[src/rtl/regfile_multiport_if.sv]
// Bus bundle for regfile_multiport: one write port, NRD packed read ports, status.
//   master : drives Wadd / Wdata / isWreg / Radd, receives Rdata / ready / wr_drop
//   slave  : register-file side of the same signals
interface regfile_multiport_if #(
    parameter int unsigned DATA_W = 32,
    parameter int unsigned ADDR_W = 5,
    parameter int unsigned NRD    = 2
);
    logic [ADDR_W-1:0]     Wadd;
    logic [DATA_W-1:0]     Wdata;
    logic                  isWreg;
    logic [NRD*ADDR_W-1:0] Radd;
    logic [NRD*DATA_W-1:0] Rdata;
    logic                  ready;
    logic                  wr_drop;

    modport master (
        output Wadd,
        output Wdata,
        output isWreg,
        output Radd,
        input  Rdata,
        input  ready,
        input  wr_drop
    );

    modport slave (
        input  Wadd,
        input  Wdata,
        input  isWreg,
        input  Radd,
        output Rdata,
        output ready,
        output wr_drop
    );
endinterface

[src/rtl/regfile_multiport.sv]
// Parametrised multi-port register file: one clocked write port, NRD
// combinational read ports, optional hardwired-zero x0 and write-to-read
// bypass. After reset a sequencer zeroes one register per cycle and then
// raises ready.
//   clk          : clock, rising-edge
//   rstn         : asynchronous active-low reset
//   bus.Wadd     : write address
//   bus.Wdata    : write data
//   bus.isWreg   : write enable
//   bus.Radd     : packed read addresses, port i at [i*ADDR_W +: ADDR_W]
//   bus.Rdata    : packed read data (combinational), port i at [i*DATA_W +: DATA_W]
//   bus.ready    : registered, 1 once the clear sequence has finished
//   bus.wr_drop  : registered one-cycle pulse for a write requested while clearing
module regfile_multiport #(
    parameter int unsigned DATA_W   = 32,
    parameter int unsigned ADDR_W   = 5,
    parameter int unsigned NRD      = 2,
    parameter int unsigned ZERO_REG = 1,
    parameter int unsigned BYPASS   = 1
) (
    input  logic               clk,
    input  logic               rstn,
    regfile_multiport_if.slave bus
);
    localparam int unsigned NREGS = 2 ** ADDR_W;
    // One extra bit so the terminal count never wraps back to zero.
    localparam int unsigned CNT_W = ADDR_W + 1;

    typedef enum logic [0:0] {
        ST_CLEAR = 1'b0,
        ST_RUN   = 1'b1
    } state_e;

    state_e            state_q,   state_d;
    logic [CNT_W-1:0]  clr_cnt_q, clr_cnt_d;
    logic              ready_q,   ready_d;
    logic              wr_drop_q, wr_drop_d;

    logic [DATA_W-1:0] regf_q [NREGS];

    logic              arr_we;
    logic [ADDR_W-1:0] arr_waddr;
    logic [DATA_W-1:0] arr_wdata;

    logic [NRD*DATA_W-1:0] rdata_c;

    // Control state register
    always_ff @(posedge clk or negedge rstn) begin
        if (!rstn) begin
            state_q   <= ST_CLEAR;
            clr_cnt_q <= '0;
            ready_q   <= 1'b0;
            wr_drop_q <= 1'b0;
        end else begin
            state_q   <= state_d;
            clr_cnt_q <= clr_cnt_d;
            ready_q   <= ready_d;
            wr_drop_q <= wr_drop_d;
        end
    end

    // Next state, clear sequencer and steering of the single array write port
    always_comb begin
        state_d   = state_q;
        clr_cnt_d = clr_cnt_q;
        ready_d   = ready_q;
        wr_drop_d = 1'b0;
        arr_we    = 1'b0;
        arr_waddr = bus.Wadd;
        arr_wdata = bus.Wdata;

        case (state_q)
            ST_CLEAR: begin
                // The sequencer owns the write port; user writes are dropped.
                arr_we    = 1'b1;
                arr_waddr = clr_cnt_q[ADDR_W-1:0];
                arr_wdata = '0;
                clr_cnt_d = clr_cnt_q + CNT_W'(1);
                wr_drop_d = bus.isWreg;
                if (clr_cnt_q == CNT_W'(NREGS - 1)) begin
                    state_d = ST_RUN;
                    ready_d = 1'b1;
                end
            end
            ST_RUN: begin
                // Writes to a hardwired x0 vanish without raising wr_drop.
                arr_we = bus.isWreg && !((ZERO_REG != 0) && (bus.Wadd == '0));
            end
            default: begin
                state_d = ST_CLEAR;
            end
        endcase
    end

    // Storage array; deliberately not reset, the sequencer clears it.
    always_ff @(posedge clk) begin
        if (arr_we) begin
            regf_q[arr_waddr] <= arr_wdata;
        end
    end

    // Combinational read ports, each resolved independently
    always_comb begin
        rdata_c = '0;
        if (state_q == ST_RUN) begin
            for (int unsigned i = 0; i < NRD; i++) begin
                if ((ZERO_REG != 0) && (bus.Radd[i*ADDR_W +: ADDR_W] == '0)) begin
                    rdata_c[i*DATA_W +: DATA_W] = '0;
                end else if ((BYPASS != 0) && bus.isWreg &&
                             (bus.Radd[i*ADDR_W +: ADDR_W] == bus.Wadd)) begin
                    rdata_c[i*DATA_W +: DATA_W] = bus.Wdata;
                end else begin
                    rdata_c[i*DATA_W +: DATA_W] = regf_q[bus.Radd[i*ADDR_W +: ADDR_W]];
                end
            end
        end
    end

    assign bus.Rdata   = rdata_c;
    assign bus.ready   = ready_q;
    assign bus.wr_drop = wr_drop_q;

endmodule
[src/flat_wrapper.sv]
// flat-port wrapper written by rule: the top's interface ports become plain ports
module regfile_multiport_flat 
#(
    parameter int unsigned DATA_W   = 32,
    parameter int unsigned ADDR_W   = 5,
    parameter int unsigned NRD      = 2,
    parameter int unsigned ZERO_REG = 1,
    parameter int unsigned BYPASS   = 1
)
  (clk, rstn, bus_Wadd, bus_Wdata, bus_isWreg, bus_Radd, bus_Rdata, bus_ready, bus_wr_drop);
  regfile_multiport_if #(.DATA_W(DATA_W), .ADDR_W(ADDR_W), .NRD(NRD)) bus_i ();
  input  logic clk;
  input  logic rstn;
  input wire logic [$bits(bus_i.Wadd)-1:0] bus_Wadd;
  input wire logic [$bits(bus_i.Wdata)-1:0] bus_Wdata;
  input wire logic [$bits(bus_i.isWreg)-1:0] bus_isWreg;
  input wire logic [$bits(bus_i.Radd)-1:0] bus_Radd;
  output wire logic [$bits(bus_i.Rdata)-1:0] bus_Rdata;
  output wire logic [$bits(bus_i.ready)-1:0] bus_ready;
  output wire logic [$bits(bus_i.wr_drop)-1:0] bus_wr_drop;
  assign bus_i.Wadd = bus_Wadd;
  assign bus_i.Wdata = bus_Wdata;
  assign bus_i.isWreg = bus_isWreg;
  assign bus_i.Radd = bus_Radd;
  assign bus_Rdata = bus_i.Rdata;
  assign bus_ready = bus_i.ready;
  assign bus_wr_drop = bus_i.wr_drop;
  regfile_multiport #(.DATA_W(DATA_W), .ADDR_W(ADDR_W), .NRD(NRD), .ZERO_REG(ZERO_REG), .BYPASS(BYPASS)) u_core (.clk(clk), .rstn(rstn), .bus(bus_i));
endmodule
[config.mk]
export PLATFORM = sky130hd
export DESIGN_NAME = regfile_multiport_flat
export DESIGN_NICKNAME = d
export VERILOG_FILES = /design/src/rtl/regfile_multiport_if.sv /design/src/rtl/regfile_multiport.sv /design/src/flat_wrapper.sv
export SDC_FILE = /design/constraint.sdc
export NUM_CORES = 1
export LEC_CHECK = 0
export CAP_MARGIN = 15
export CORE_MARGIN = 2
export CORE_UTILIZATION = 31
export CTS_CLUSTER_DIAMETER = 40
export DETAILED_ROUTE_END_ITERATION = 6
export HOLD_SLACK_MARGIN = 0.12
export PLACE_DENSITY_LB_ADDON = 0.08
export SLEW_MARGIN = 20
export SYNTH_ARGS = -nofsm -noshare
export SYNTH_HDL_FRONTEND = slang
export SYNTH_SLANG_ARGS = --single-unit
[constraint.sdc]
create_clock -name clk -period 5.1 [get_ports clk]
set_input_delay 0.765 -clock clk [delete_from_list [all_inputs] [get_ports clk]]
set_output_delay 0.765 -clock clk [all_outputs]
set_load 0.01 [all_outputs]
Word level (Yosys, flattened, before mapping)
Memory sizes are Yosys's and may differ from the RTL's.
Index checks and enable logic that the tools add are counted.
{"block": "op_classes", "add_sub_neg": 1, "n_eq_ne": 3, "n_mux": 13, "n_bitwise": 1, "n_reduce_logical": 8}
{"cell": "32-bit two-way mux", "n": 5}
{"cell": "64-bit two-way mux", "n": 1}
{"cell": "5-bit zero test", "n": 3}
{"cell": "5-bit == test", "n": 2}
{"cell": "6-bit by 1-bit adder with 6-bit output (second input constant)", "n": 1}
{"cell": "6-bit by 5-bit == test with 1-bit output (second input constant)", "n": 1}
{"cell": "1-bit two-way mux", "n": 5}
{"cell": "5-bit two-way mux", "n": 1}
{"cell": "1-bit logical AND", "n": 3}
{"cell": "1-bit one-hot mux with 2 select lines", "n": 1}
{"cell": "2-bit AND reduction", "n": 1}
{"cell": "1-bit zero test", "n": 1}
{"cell": "1-bit inverter", "n": 1}
{"block": "word_totals", "register_bits": 9, "ramBits": 1024, "inputBits": 50, "out_inout_bits": 66, "memories": 1}
{"memory": "u_core.regf_q", "depth": 32, "width": 32, "rd": 2, "rd_ports_with_merged_regs": 0, "write_ports": 1, "line_no": "regfile_multiport.sv:39", "text": "logic [DATA_W-1:0] regf_q [NREGS];"}

Logic depth before layout (Yosys ltp)
{"block": "logic_depth", "ltp_word": 6, "depth_mapped": 10}

Least setup slack after synthesis
OpenSTA, ideal clock, no wires.
{"block": "synth_path", "path_type": "input to register", "start": "input bus_Wadd[2]", "end": "memory u_core.regf_q[8][0] (enable)", "t_arrival_ps": 2821, "t_required_ps": 4679, "setup_slack_ps": 1858, "stages": 6, "path_buffers": 1, "path_cell_list": "clkbuf_1 or4_1 o21ai_0 nand2_1 nand2b_1 nor2_1"}
{"block": "synth_via", "elab_chain_len": 6, "elab_cells_between_ends": 7}
{"element": "start: declaration", "line_no": "flat_wrapper.sv:14", "text": "input wire logic [$bits(bus_i.Wadd)-1:0] bus_Wadd;"}
{"element": "5-bit zero test", "line_no": "regfile_multiport.sv:87", "text": "arr_we = bus.isWreg && !((ZERO_REG != 0) && (bus.Wadd == '0));"}
{"element": "1-bit zero test", "line_no": "regfile_multiport.sv:87"}
{"element": "1-bit logical AND", "line_no": "regfile_multiport.sv:87"}
{"element": "1-bit one-hot mux with 2 select lines", "line_no": "regfile_multiport.sv:72", "text": "case (state_q)"}
{"element": "1-bit two-way mux", "line_no": "regfile_multiport.sv:97", "text": "if (arr_we) begin"}
{"element": "1-bit two-way mux (implied by the code)", "line_no": "regfile_multiport.sv:98", "text": "regf_q[arr_waddr] <= arr_wdata;"}
{"element": "end: declaration", "line_no": "regfile_multiport.sv:39"}
Parallel ways exist; a longest one is shown, timed or not.

Worst setup path after layout
{"block": "layout_path", "start": "input bus_Radd[0]", "end": "output bus_Rdata[26]"}
{"block": "layout_via", "elab_chain_len": 5, "elab_cells_between_ends": 7}
{"element": "start: declaration", "line_no": "flat_wrapper.sv:17", "text": "input wire logic [$bits(bus_i.Radd)-1:0] bus_Radd;"}
{"element": "parallel branches: the longest is 3 deep, another holds memory read 32 x 32 bit"}
{"element": "32-bit two-way mux (*)", "line_no": "regfile_multiport.sv:107", "text": "if ((ZERO_REG != 0) && (bus.Radd[i*ADDR_W +: ADDR_W] == '0)) begin"}
{"element": "64-bit two-way mux (*)", "line_no": "regfile_multiport.sv:105", "text": "if (state_q == ST_RUN) begin"}
{"element": "end: declaration", "line_no": "flat_wrapper.sv:18", "text": "output wire logic [$bits(bus_i.Rdata)-1:0] bus_Rdata;"}
Mark *: on every way between the ends.

==> summary.md <==
| Metric | Value |
|---|---|
| Mapped Area | `0.0494 mm2` |
| Critical Path End Type | `primary output` |
| CP Class | `in2out` |
| CTS Buffer Depth | `3` |
| Global route overflow | `0` |
| P_leak | `around 20 nW` |
| Pwr Density | `around 390 mW/mm2` |
| Met2 wire length | `around 96000 um` |
| CTS Hold Bufs | `0` |
| Min Hold Slack | `0.396 ns` |
| Final hold violation count | `0` |
| WL final | `between 200000 and 250000 um` |
| Seq. cell area | `roughly 0.031 mm2` |
| Area grow syn2layout | `23.5%` |
| DR WL met3 | `around 14000 um` |
| Yosys Warn Count | `0` |
| Initial Utilization | `a little under a third` |
| Cell count after synthesis | `2866` |
| Average cell area after synthesis | `between 15 and 20 um2` |
| Clk Latency, worst-skew pair | `about 0.8 ns` |
| Final count of negative-setup-slack endpoints | `0` |
| Final TNS setup | `0 ns` |
| CORE AREA | `between 0.15 and 0.2 mm2` |
| WL per Instance | `about 38 um` |
| Async set-reset flop share out of synthesis | `0.871%` |
| Syn Nets | `between 2000 and 3000` |
| Antenna violations before repair | `9` |
| Final period util | `between 90% and 100%` |
| Vias in the first global route | `32300` |
| GP Congestion | `between 0.8 and 0.9` |
| Worst hold path type | `in2async` |
| Die X-Extent | `403 um` |
| I/O Buffers | `about 120` |
| CTS Sinks | `between 1000 and 1500` |
| Die H | `approximately 400 um` |
| Worst slew pin tran | `approximately 1.2 ns` |
| Post-Layout Cell Count | `5374` |
| First-pass GRT wire length | `274000 um` |
| Synthesized flop and latch total | `1033` |
| Post-synth EDFFs | `approximately 1000` |
| CP required | `4.34 ns` |
| Critical Path Fanout Max | `32` |
| Crit path DAT | `about 4.1 ns` |
| Vias | `~31000` |
| VDD IR max | `between 0.0002 and 0.0003 V` |
| Row cnt | `around 150` |
| Uppermost routed layer | `met5` |
| Main synth FF type | `edfxtp_1` |
| DR vias/cell | `roughly 5.8` |
| Tmin final | `about 4.9 ns` |
| GRT Overall Usage | `between 20% and 30%` |
| H-tree levels | `4` |
| CTS Buf Count | `around 180` |
| Clock transition at the registers of the reported paths | `0.06 ns` |
| Fill cells | `between 10000 and 15000` |
| DRT antenna net count | `0` |
| Outcome | `finished clean` |
| DP HPWL | `around 130000 um` |
| Clock root buffer master | `clkbuf_16` |
| Clk_skew | `approximately 0.057 ns` |
| Max_cap viols | `0` |
| Initial DRC Count | `slightly above 3000` |
| Slew Limit Headroom | `between 20% and 30%` |
| Seq/Total Area, Yosys | `between 60% and 70%` |
| Slew Viols, Final | `0` |
| First drt pass iteration count | `5` |
| Placed Cells | `5029` |
| Fin nets | `3193` |
| Unrepaired setup endpoints after global routing | `false` |
| DR DRC count | `0` |
| TritonCTS clock tree | `yes` |
| Max Clk Rate | `between 0.2 and 0.25 GHz` |
| Largest net degree at the start of global routing | `57` |
| CP startpoint kind | `primary input` |
| Count of cell types in the netlist | `between 40 and 50` |
| Post-CTS setup buffers | `0` |
| WL met1 | `approximately 87000 um` |
| Top-Level Pins | `about 120` |
| PostCTS Resize Cnt | `0` |
| Share of post-route cells with drive strength above 1 | `a little under a third` |
| Die area | `between 0.15 and 0.2 mm2` |
| Area occupied by multi-input gates | `between 0.015 and 0.02 mm2` |
-- placed cells by master, fill, tap and decap left out, types with 7 or more instances in the layout --
cell,netlist,layout
a41oi_1,32,32
a211o_1,13,13
o211a_1,26,26
buf_4,47,159
o22ai_1,90,90
clkinv_1,0,23
a21oi_1,22,22
and2_1,34,11
clkinvlp_4,0,17
buf_12,0,60
clkdlybuf4s50_1,0,105
xor2_1,9,9
clkinv_2,0,30
bufinv_16,0,23
and2_2,0,23
nor2_4,0,35
mux2i_1,439,439
a22oi_1,60,60
mux2_2,63,63
nand2_1,68,67
nand3_1,49,47
mux4_2,320,320
inv_6,0,12
nor2b_1,49,46
o31ai_1,7,7
clkbuf_16,0,185
a31oi_1,15,15
o21ai_0,126,124
dfrtp_1,9,8
edfxtp_1,1024,1024
o221ai_1,64,62
o2111ai_1,11,11
clkinv_4,0,17
clkbuf_1,122,19
-- where the power goes --
group          switching (mW)  internal [mW]
combinational            1.29          0.795
clock                    4.55           7.89
sequential            0.00440           9.37
total                    5.85           18.1
-- per-stage QoR --
stage | utilization, % | worst slack [ns] | cell area [um2] | power [mW]
after detailed placement | 34.5 | 0.265 | 54600 | 11.6
after global placement | 34.5 | 0.175 | 54600 | 11.6
final | 38.5 | 0.247 | 61000 | 23.9
after floorplan | - | 1.86 | 49400 | 10.6
after CTS | 38.5 | 0.251 | 61000 | 24.1
after global routing | 38.5 | 0.215 | 61000 | 24.6
-- path summary, 6_finish.rpt --
path                                     startpoint                   end  slack [ns]  depth (start not counted)
min in group clk                u_core.clr_cnt_q[5]   u_core.clr_cnt_q[5]        0.47                          1
worst max register to register       u_core.state_q  u_core.regf_q[30][7]        1.70                          5
worst max-delay path                    bus_Radd[0]         bus_Rdata[26]        0.25                         10
max in group asynchronous                      rstn        u_core.state_q        4.23                          1
worst min-delay path                           rstn   u_core.clr_cnt_q[1]        0.40                          1
worst min register to register  u_core.clr_cnt_q[5]   u_core.clr_cnt_q[5]        0.47                          1
-- state kept, by name, indices dropped and copies added, names as in the netlist --
register / count
u_core.regf_q: 1024
u_core.clr_cnt_q: 6
u_core.bus.wr_drop: 1
u_core.state_q: 1
u_core.bus.ready: 1
-- synth_stat cells (32+ instances only) --
| cell | instances | share of area, % |
|---|---|---|
| a22oi_1 | 60 | 0.91 |
| a41oi_1 | 32 | 0.57 |
| and2_1 | 34 | 0.43 |
| buf_2 | 42 | 0.43 |
| buf_4 | 47 | 0.71 |
| clkbuf_1 | 122 | 0.93 |
| edfxtp_1 | 1024 | 62 |
| mux2_2 | 63 | 1.4 |
| mux2i_1 | 439 | 8.9 |
| mux4_2 | 320 | 15 |
| nand2_1 | 68 | 0.52 |
| nand3_1 | 49 | 0.50 |
| nor2_1 | 40 | 0.30 |
| nor2b_1 | 49 | 0.62 |
| o21ai_0 | 126 | 1.3 |
| o221ai_1 | 64 | 1.1 |
| o22ai_1 | 90 | 1.1 |
-- layer usage --
metal  vias to the layer above  global-route usage (%)
met5                         -                       0
li1                      12700                       -
met4                         6                    7.34
met2                      1324                    39.9
met3                       291                    5.06
met1                     17000                    33.4
-- kinds of logic after synthesis --
kind of cell / Yosys count / synth area share, %
flops: 1033 / 62.7
mux: 822 / 24.9
compound gates: 489 / 6.92
simple gates: 261 / 2.64
buf+inv: 245 / 2.51
xor+xnor: 15 / 0.266
fa+ha+maj: 1 / 0.0253
-- critical path, cell delays in order --
cell and delay [ns]:
buf_8 0.23, buf_12 0.33, buf_4 0.32, buf_4 0.36, mux2i_1 0.14, a22oi_1 0.20, nand3_1 0.24, o2111ai_1 0.56
o211a_1 0.28, clkdlybuf4s50_1 0.54
-- layout make-up --
class | count | area share [%]
clock buffers | 204 | 7.71
diodes | 4 | 0.0164
well taps | 2072 | 4.25
clock inverters | 137 | 2.65
inverters | 4 | 0.0246
multi-input cells | 1588 | 28.8
repair buffers | 332 | 5.80
flip-flops and latches | 1033 | 50.8
No activity file was read; power rests on OpenSTA's default activity.
